--- config.mk ---
export PLATFORM = sky130hd
export DESIGN_NAME = bcd_arb_ctrl
export DESIGN_NICKNAME = d
export VERILOG_FILES = /design/src/rtl/bcd_arb_ctrl.sv
export SDC_FILE = /design/constraint.sdc
export NUM_CORES = 1
export LEC_CHECK = 0
export ABC_CLOCK_PERIOD_IN_PS = 3000
export CORE_AREA = 2 2 55 70
export CTS_CLUSTER_SIZE = 16
export DETAILED_ROUTE_END_ITERATION = 12
export DIE_AREA = 0 0 57 72
export GPL_TIMING_DRIVEN = 0
export PLACE_DENSITY = 0.83
export REMOVE_ABC_BUFFERS = 1
export SYNTH_ARGS = -nofsm -noshare
export SYNTH_HDL_FRONTEND = slang
export SYNTH_SLANG_ARGS = --single-unit
--- constraint.sdc ---
create_clock -name clk -period 3 [get_ports clk]
set_input_delay 0.45 -clock clk [delete_from_list [all_inputs] [get_ports clk]]
set_output_delay 0.45 -clock clk [all_outputs]
set_load 0.005 [all_outputs]
--- src/rtl/bcd_arb_ctrl.sv ---
// Two-requester round-robin arbiter in front of a shared binary-to-BCD converter.
// Out-of-range operands are answered directly; a stalled converter is timed out.
module bcd_arb_ctrl #(
    parameter int TIMEOUT = 24
) (
    input  logic       clk,
    input  logic       rst,
    input  logic [1:0] req,
    input  logic [7:0] bin0,
    input  logic [7:0] bin1,
    output logic [1:0] ack,
    output logic [7:0] bcd_out,
    output logic       err,
    output logic       gnt_id,
    output logic       conv_start,
    output logic [7:0] conv_bin,
    input  logic       conv_done,
    input  logic [7:0] conv_bcd
);

    localparam int CNT_W = $clog2(TIMEOUT) + 1;

    localparam logic [1:0] S_IDLE  = 2'd0;
    localparam logic [1:0] S_START = 2'd1;
    localparam logic [1:0] S_WAIT  = 2'd2;
    localparam logic [1:0] S_RESP  = 2'd3;

    logic [1:0]       state_q, state_d;
    logic             gnt_id_q, gnt_id_d;
    logic             last_q, last_d;
    logic [7:0]       conv_bin_q, conv_bin_d;
    logic [CNT_W-1:0] cnt_q, cnt_d;
    logic [7:0]       res_q, res_d;
    logic             err_q, err_d;
    logic             sel;
    logic [7:0]       sel_bin;
    logic             in_resp;

    // On a tie the requester that was not granted last wins.
    always_comb begin
        sel = ~last_q;
        if (req == 2'b01) begin
            sel = 1'b0;
        end else if (req == 2'b10) begin
            sel = 1'b1;
        end
        sel_bin = sel ? bin1 : bin0;
    end

    // NOTE: every next-state signal defaults to its held value first, so no path infers a latch.
    always_comb begin
        state_d    = state_q;
        gnt_id_d   = gnt_id_q;
        last_d     = last_q;
        conv_bin_d = conv_bin_q;
        cnt_d      = cnt_q;
        res_d      = res_q;
        err_d      = err_q;
        case (state_q)
            S_IDLE: begin
                if (req != 2'b00) begin
                    gnt_id_d   = sel;
                    last_d     = sel;
                    conv_bin_d = sel_bin;
                    if (sel_bin > 8'd99) begin
                        res_d   = 8'h99;
                        err_d   = 1'b1;
                        state_d = S_RESP;
                    end else begin
                        state_d = S_START;
                    end
                end
            end
            S_START: begin
                cnt_d   = '0;
                state_d = S_WAIT;
            end
            S_WAIT: begin
                if (conv_done) begin
                    res_d   = conv_bcd;
                    err_d   = 1'b0;
                    state_d = S_RESP;
                end else if (cnt_q == CNT_W'(TIMEOUT - 1)) begin
                    res_d   = 8'h00;
                    err_d   = 1'b1;
                    state_d = S_RESP;
                end else begin
                    cnt_d = cnt_q + CNT_W'(1);
                end
            end
            S_RESP: begin
                state_d = S_IDLE;
            end
            default: begin
                state_d = S_IDLE;
            end
        endcase
    end

    // NOTE: sequential state uses non-blocking assignments only, so all flops update together.
    always_ff @(posedge clk) begin
        if (rst) begin
            state_q    <= S_IDLE;
            gnt_id_q   <= 1'b0;
            last_q     <= 1'b1;
            conv_bin_q <= 8'h00;
            cnt_q      <= '0;
            res_q      <= 8'h00;
            err_q      <= 1'b0;
        end else begin
            state_q    <= state_d;
            gnt_id_q   <= gnt_id_d;
            last_q     <= last_d;
            conv_bin_q <= conv_bin_d;
            cnt_q      <= cnt_d;
            res_q      <= res_d;
            err_q      <= err_d;
        end
    end

    // Response outputs are gated by RESP so they read zero in every other state.
    assign in_resp    = (state_q == S_RESP);
    assign ack        = in_resp ? (gnt_id_q ? 2'b10 : 2'b01) : 2'b00;
    assign bcd_out    = in_resp ? res_q : 8'h00;
    assign err        = in_resp & err_q;
    assign conv_start = (state_q == S_START);
    assign gnt_id     = gnt_id_q;
    assign conv_bin   = conv_bin_q;

endmodule

# Word-level counts from Yosys, hierarchy flattened
# Cells that the tools add are included.
op_classes:
  bitwise: 2
  mux: 24
  magnitude_cmp: 1
  n_reduce_logical: 8
  eq_ne: 11
  n_addsub: 1
op_table:
  columns: ["operator", "count"]
  rows:
  - ["$mux 8", 6]
  - ["$pmux 8 s2", 1]
  - ["$mux 2", 6]
  - ["$mux 6", 2]
  - ["$pmux 6 s2", 1]
  - ["$gt 8x7->1 const B", 1]
  - ["$ne 2x2->1 const B", 4]
  - ["$pmux 2 s4", 1]
  - ["$add 6x1->6 const B", 1]
  - ["$eq 2x2->1 const B", 3]
  - ["$eq 6x5->1 const B", 1]
  - ["$mux 1", 6]
  - ["$reduce_bool 2->1", 3]
  - ["$eq 2x1->1 const B", 2]
  - ["$reduce_and 2->1", 2]
  - ["$reduce_and 4->1", 1]
  - ["$ne 3x3->1 const B", 1]
  - ["$reduce_and 3->1", 1]
  - ["$logic_not 2->1", 1]
  - ["$pmux 1 s2", 1]
  - ["$and 1x1->1", 1]
  - ["$not 1->1", 1]
word_totals:
  reg_bits: 27
  out_inout_bits: 21
  word_cells: 54

# Depth between registers and ports, before layout
# Gate-level depths: netlist of the first run.
logic_depth:
  word_depth: 8
  depth_mapped: 9

# Least setup slack after synthesis of the first run
# Ideal clock, no wire load.
synth_path:
  path_kind: "flip-flop to flip-flop"
  from: "register state_q[0]"
  to: "register res_q[0]"
  n_path_buf: 2
  arrival_ps: 1984
  required_ps: 2850
  setup_time_ps: 150
  setup_slack_ps: 866
  stages_incl_launch_ff: 10
  cell_sequence: "dfxtp_1 inv_1 ha_1 clkbuf_1 a32oi_1 nand3_1 a311oi_4 or2_1 buf_6 a311oi_2"
synth_via:
  elab_chain_cells: 3
  elab_cells_between_ends: 8
synth_lines:
  columns: ["item", "line_no", "source"]
  rows:
  - ["from (decl)", "28", "logic [1:0] state_q, state_d;"]
  - ["from (signal assigned)", "111", "state_q <= state_d;"]
  - ["$eq 2x2->1 or $logic_not 2->1 (tied branches)", "59", "case (state_q)"]
  - ["$ne 3x3->1 (no line) (tied with other cells)", null, null]
  - ["$reduce_and 4->1 (no line)", null, null]
  - ["to (signal assigned)", "116", "res_q <= res_d;"]
  - ["to (decl)", "33", "logic [7:0] res_q, res_d;"]
# Several ways; a longest one is shown, not always the timed one.
# A chain may end at the register's enable or synchronous reset.

# Worst setup path in the final report of the first run
layout_path:
  from: "input req[0]"
  to: "register res_q[4]"
layout_via:
  elab_chain_cells: 7
  elab_cells_between_ends: 10
layout_lines:
  columns: ["item", "line_no", "source"]
  rows:
  - ["from (decl)", "8", "input logic [1:0] req,"]
  - ["$eq 2x2->1", "44", "end else if (req == 2'b10) begin"]
  - ["$mux 1", "44", null]
  - ["$mux 1", "42", "if (req == 2'b01) begin"]
  - ["$mux 8", "47", "sel_bin = sel ? bin1 : bin0;"]
  - ["$gt 8x7->1", "65", "if (sel_bin > 8'd99) begin"]
  - ["$ne 2x2->1 (no line)", null, null]
  - ["$reduce_and 4->1 (no line) *", null, null]
# Mark *: on every way between the ends. The rest lies on a longest branch, timed or not.

==> results of run 1 <==
-- sequential cells by signal (all words and copies together) (netlist names) --
signal,count
state_q,2
err_q,1
last_q,1
gnt_id,1
conv_bin,8
res_q,8
cnt_q,6
-- final cells by class --
type                    count  area [sq um]  area share (%)
multi-input cells         133           926            44.6
flip-flops and latches     27           541            26.1
repair buffers             49           490            23.6
well taps                  39          48.8            2.35
clock buffers               3          41.3            1.99
inverters                   6          22.5            1.09
clock inverters             1          5.00           0.241
-- cell families (layout without fill, tap and decap cells) --
logic type / count (synthesis) / after routing / share of synthesized area, %
DFF: 27 / 27 / 35.3
and+or+nand+nor: 73 / 73 / 22.9
xor gates and xnor gates: 4 / 4 / 2.29
muxes: 11 / 11 / 9.63
adders and majority gates: 6 / 6 / 4.90
AOI/OAI and AO/OA: 39 / 39 / 20.7
buffers and inverters: 14 / 59 / 4.41
-- final timing paths --
check | from | endpoint | slack [ns] | cells after the start
worst min register to register | res_q[1] | res_q[1] | 0.47 | 2
worst min-delay path | res_q[1] | res_q[1] | 0.47 | 2
worst max-delay path | req[0] | res_q[4] | 0.27 | 7
worst max register to register | state_q[0] | err_q | 0.38 | 8
-- cell usage after synthesis, types with 3 or more instances --
library cell / n
a211oi_1: 8
a21oi_1: 10
a311oi_2: 5
a31oi_1: 3
and2_1: 10
clkbuf_1: 5
dfxtp_1: 27
ha_1: 6
inv_1: 6
mux2i_1: 8
mux2i_4: 3
nand2_1: 19
nand2b_1: 5
nand4_1: 3
nor2_1: 21
nor3_1: 6
o21ai_0: 3
xor2_1: 4
-- metal layers --
layer,GRT usage [%],vias up,routed length [um]
li1,-,699,-
met3,1.96,2,86
met1,18.5,622,1400
met2,30.4,17,1730
met5,0,-,0
met4,3.88,0,13
-- worst max-delay path, stage by stage --
cell and delay, ns:
clkdlybuf4s50_1 0.49, nand2b_1 0.22, a21o_2 0.36, mux2i_4 0.25, a311oi_4 0.42, or2_1 0.48, a311oi_2 0.17
-- power by group through the flow --
stage          Sequential, W  Clock (W)  Combinational, W
3_5_place_dp        0.000523          0          0.000818
4_1_cts             0.000515   0.000207          0.000822
2_1_floorplan       0.000515          0          0.000558
5_1_grt             0.000530   0.000222          0.000900
6_report            0.000514   0.000205          0.000820
3_3_place_gp        0.000518          0          0.000806
-- through the flow --
step                      utilization [%]  area [sq um]  hold WS, ns  setup WS [ns]  power (W)
after floorplan                         -          1490        0.438          0.684    0.00107
after global placement               59.2          2030        0.450         -0.197    0.00132
after detailed placement             59.2          2030        0.460         -0.202    0.00134
after CTS                            60.6          2070        0.476         0.0814    0.00154
after global routing                 60.6          2070        0.494          0.137    0.00165
final                                60.6          2070        0.472          0.271    0.00154
==> results.yml, run 1 <==
outcome:
  status: "finished, final reports clean"
grt:
  gr-total-overflow: 0
  antenna_found_initial: 0
  grt_pass1_vias: 1259
  gr-usage-all-layers_pct: 15.9
  grt_start_max_net_pins: 28
  grt_pass1_wl_um: 5340
power_and_ir_drop:
  power.density_nw_per_um2: 741
  power.leakage_nw: 0.788
  switching_share_pct: 39.4
  power.switching_w: 0.000606
  power_frac_seq_pct: 33.4
  ir_worst_vdd_mv: 0.417
  intPower_w: 0.000932
  p_clk_share_pct: 13.3
  pwr-share-comb_pct: 53.3
run:
  drv_cap: 0
drt:
  drc: 0
  drtAntennaViolNets: 0
  drt_iter0_drc: 46
  route.detailed.wl_per_inst_um: 12.5
  routed_via_density: 5.19
  firstDrtPassIters: 4
  wl_um: 3230
  routed-via-count: 1340
cts:
  numClockSinks: 27
  cts_tree: "built"
  cts_resized: 0
  postCtsSetupRepairBufs: 0
  insertion_delay_ns: 0.27
  clk_pin_slew_ns: 0.09
  h-tree-depth: 1
  hold_buffers: 0
  numCtsBuffers: 3
  cts.path.max_buffers: 2
  cts_root_buf: "clkbuf_8"
setup_path:
  endpoint_kind: "register"
  critPathLaunchType: "input port"
  path_class: "input port to register"
  worstPathRequired_ns: 3.12
  cp_max_fo: 10
  worstPathArrival_ns: 2.85
placement:
  io_buffers: 49
  dpl.hpwl_um: 2470
  placed_cells: 254
  place_congestion: 0.809
logic_synthesis:
  netlist_area_sq_um: 1530
  ys_seq_area_share_pct: 35.3
  synth_cell_type_count: 36
  synth_top_area_share_pct: 35.3
  synthCells: 174
  avgSynthCellArea_sq_um: 8.81
  ys_warn_count: 0
  synth_edf_count: 0
  synth_top_cell_by_area: "dfxtp_1"
  ys_ff_latch: 27
  synthTopCellsByArea: "dfxtp_1, mux2i_1, nor2_1"
  synthFlopType: "dfxtp_1"
  synthArstFlopShare_pct: 0
finish:
  drive_above_1_share_pct: 7.76
  nets: 255
  fillers: 310
  area_delta_synth_final_pct: 35.3
  final_cells: 258
  layout_common_cells: "clkdlybuf4s50_1, dfxtp_1, nor2_1"
  mostFrequentLayoutCell: "clkdlybuf4s50_1"
  n_antenna_cell: 0
sta:
  final-hold-violation-count: 0
  fin_crit_ns: 2.73
  fmax_mhz: 366
  maxSlewViolCount: 0
  grt_setup_unrepaired: "no"
  relSlewSlack_pct: 31.6
  tightestPinTransition_ns: 1.02
  finClkSkew_ns: 0.00439
  fin_setup_tns_ns: 0
  period_share_pct: 91.0
  setup_viol: 0
min_path:
  hp-class: "register to register"
floorplanning:
  dieArea_sq_um: 4100
  initial_core_util_pct: 44.8
  io_pins: 50
  core_area_sq_um: 3420
  die_w_um: 57
  fp.dieH_um: 72
  rows: 24
No activity file was read; power rests on OpenSTA's default activity.
==> run 2: changes to the inputs <==
--- a/config.mk
+++ b/config.mk
@@ -6,10 +6,10 @@
 export NUM_CORES = 1
 export LEC_CHECK = 0
 export ABC_CLOCK_PERIOD_IN_PS = 3000
-export CORE_AREA = 2 2 55 70
+export CORE_AREA = 5 5 58 73
 export CTS_CLUSTER_SIZE = 16
 export DETAILED_ROUTE_END_ITERATION = 12
-export DIE_AREA = 0 0 57 72
+export DIE_AREA = 0 0 63 78
 export GPL_TIMING_DRIVEN = 0
 export PLACE_DENSITY = 0.83
 export REMOVE_ABC_BUFFERS = 1
==> run 2 against run 1 <==
  * Largest power group unchanged
  * Fmax decreased by 0.69%
  * Clock power increased by 2%
  * Via count about the same
  * Sequential power hardly changed
  * Combinational power about the same
  * Die area is 20% higher
  * Cell count did not move
  * Final area about the same
==> results.yml, run 2 (same netlist as run 1, synthesis figures left out) <==
floorplanning:
  rows: 24
  core_area_sq_um: 3450
  io_pins: 50
  die_w_um: 63
  dieArea_sq_um: 4910
  fp.dieH_um: 78
  initial_core_util_pct: 44.4
sta:
  hold_slack_ns: 0.473
  relSlewSlack_pct: 28.9
  period_share_pct: 91.6
  grt_setup_unrepaired: "no"
  final-hold-violation-count: 0
  finClkSkew_ns: 0.00144
  fin_crit_ns: 2.75
  tightestPinTransition_ns: 1.06
  maxSlewViolCount: 0
  setup_viol: 0
  fmax_mhz: 364
placement:
  io_buffers: 49
  dpl.hpwl_um: 2760
  place_congestion: 0.734
  dpl_cell_area_sq_um: 2030
finish:
  mostFrequentLayoutCell: "clkdlybuf4s50_1"
  final-seq-area_sq_um: 541
  drive_above_1_share_pct: 7.31
  nets: 255
  design_area_sq_um: 2070
  multiInputGateArea_sq_um: 926
  area_delta_synth_final_pct: 35.3
  fillers: 304
  n_antenna_cell: 0
  layout_common_cells: "clkdlybuf4s50_1, dfxtp_1, nor2_1"
cts:
  insertion_delay_ns: 0.28
  cts.path.max_buffers: 2
  cts_root_buf: "clkbuf_8"
  numClockSinks: 27
  postCtsSetupRepairBufs: 0
  cts_tree: "built"
  h-tree-depth: 1
  numCtsBuffers: 3
  clk_pin_slew_ns: 0.09
grt:
  gr-usage-all-layers_pct: 14.9
  antenna_found_initial: 0
  grt_pass1_vias: 1307
  use_met1_pct: 16.0
  grt_start_max_net_pins: 28
  grt_pass1_wl_um: 5960
  grt_util_met2_pct: 28.2
  use_met3_pct: 2.17
  gr-total-overflow: 0
  top_usage_layer: "met2"
setup_path:
  slowest_delay_ns: 0.50
  worstPathArrival_ns: 2.87
  path_class: "input port to register"
  r2r_setup_slack_ns: 0.41
  critPathLaunchType: "input port"
  worst_path_max_delay_cell: "clkdlybuf4s50_1"
  worstPathRequired_ns: 3.12
  cp_num_buf_inv: 1
  crit_chain: "clkdlybuf4s50_1, nand2b_1, a21o_2, mux2i_4, a311oi_4, or2_1, a311oi_2"
  endpoint_kind: "register"
  cpLargestDelayFamily: "compound AO/OA/AOI/OAI gates"
  cp_max_fo: 10
drt:
  wl_um: 3550
  drc: 0
  routed-via-count: 1341
  firstDrtPassIters: 4
  routed_via_density: 5.20
  route.detailed.wl_per_inst_um: 13.7
  drtAntennaViolNets: 0
  drt_iter0_drc: 36
power_and_ir_drop:
  power_frac_seq_pct: 33.1
  pwr-share-comb_pct: 53.3
  power.leakage_nw: 0.785
  ir_worst_vdd_mv: 0.504
  p_clk_share_pct: 13.5
  power.density_nw_per_um2: 744
  switching_share_pct: 39.4
  intPower_w: 0.000935
  power.switching_w: 0.000609
run:
  drv_cap: 0
outcome:
  status: "finished, final reports clean"
min_path:
  hp-class: "register to register"
## run 2: cell count changes in the layout (fill, tap and decap cells not counted), sizes merged
cell | before | now
clkbuf | 3 | 4
clkinv | 1 | 0
## run 2: area by class of cell
class,count,share of cell area (%)
clock buffer,4,2.17
inverter,6,1.09
multi-input combinational,133,44.7
sequential,27,26.1
tap,39,2.35
timing repair buffer,49,23.7
## run 2: timing repair
item,4_1_cts,5_1_grt
endpoints found under the setup margin,0,9
hold buffers,0,0
gates resized for setup,0,1
## run 2: power groups by stage
stage          registers (W)  clock network, W  logic (W)
2_1_floorplan       0.000515                 0   0.000558
3_3_place_gp        0.000515                 0   0.000808
3_5_place_dp        0.000521                 0   0.000825
4_1_cts             0.000512          0.000215   0.000830
5_1_grt             0.000527          0.000225   0.000918
6_report            0.000511          0.000209   0.000823
## run 2: path summary, 6_finish.rpt
path / cells after the start / endpoint / startpoint
hold reg to reg: 2 / conv_bin[7] / conv_bin[7]
setup / recovery: 7 / res_q[7] / req[0]
setup reg to reg: 8 / err_q / state_q[0]
hold / removal: 2 / conv_bin[7] / conv_bin[7]
## run 2: per-stage QoR
stage	cells	utilization, %	setup TNS (ns)	setup WS, ns	total power (W)
floorplan	166	-	0	0.684	0.00107
global placement	254	58.7	-1.79	-0.213	0.00132
detailed placement	254	58.7	-2.00	-0.239	0.00135
CTS	258	60.0	0	0.0512	0.00156
global route	258	60.0	0	0.0631	0.00167
finish	258	60.0	0	0.252	0.00154
## run 2: metal layers
metal | vias to the layer above | wire length [um]
met5 | - | 0
met2 | 19 | 1940
li1 | 700 | -
met4 | 0 | 74
met3 | 5 | 100
met1 | 617 | 1430
## run 2: tightest hold or removal path, cell delays in order (launching register included)
cell	delay, ns
dfxtp_1	0.32
nand2_1	0.05
a21oi_1	0.06
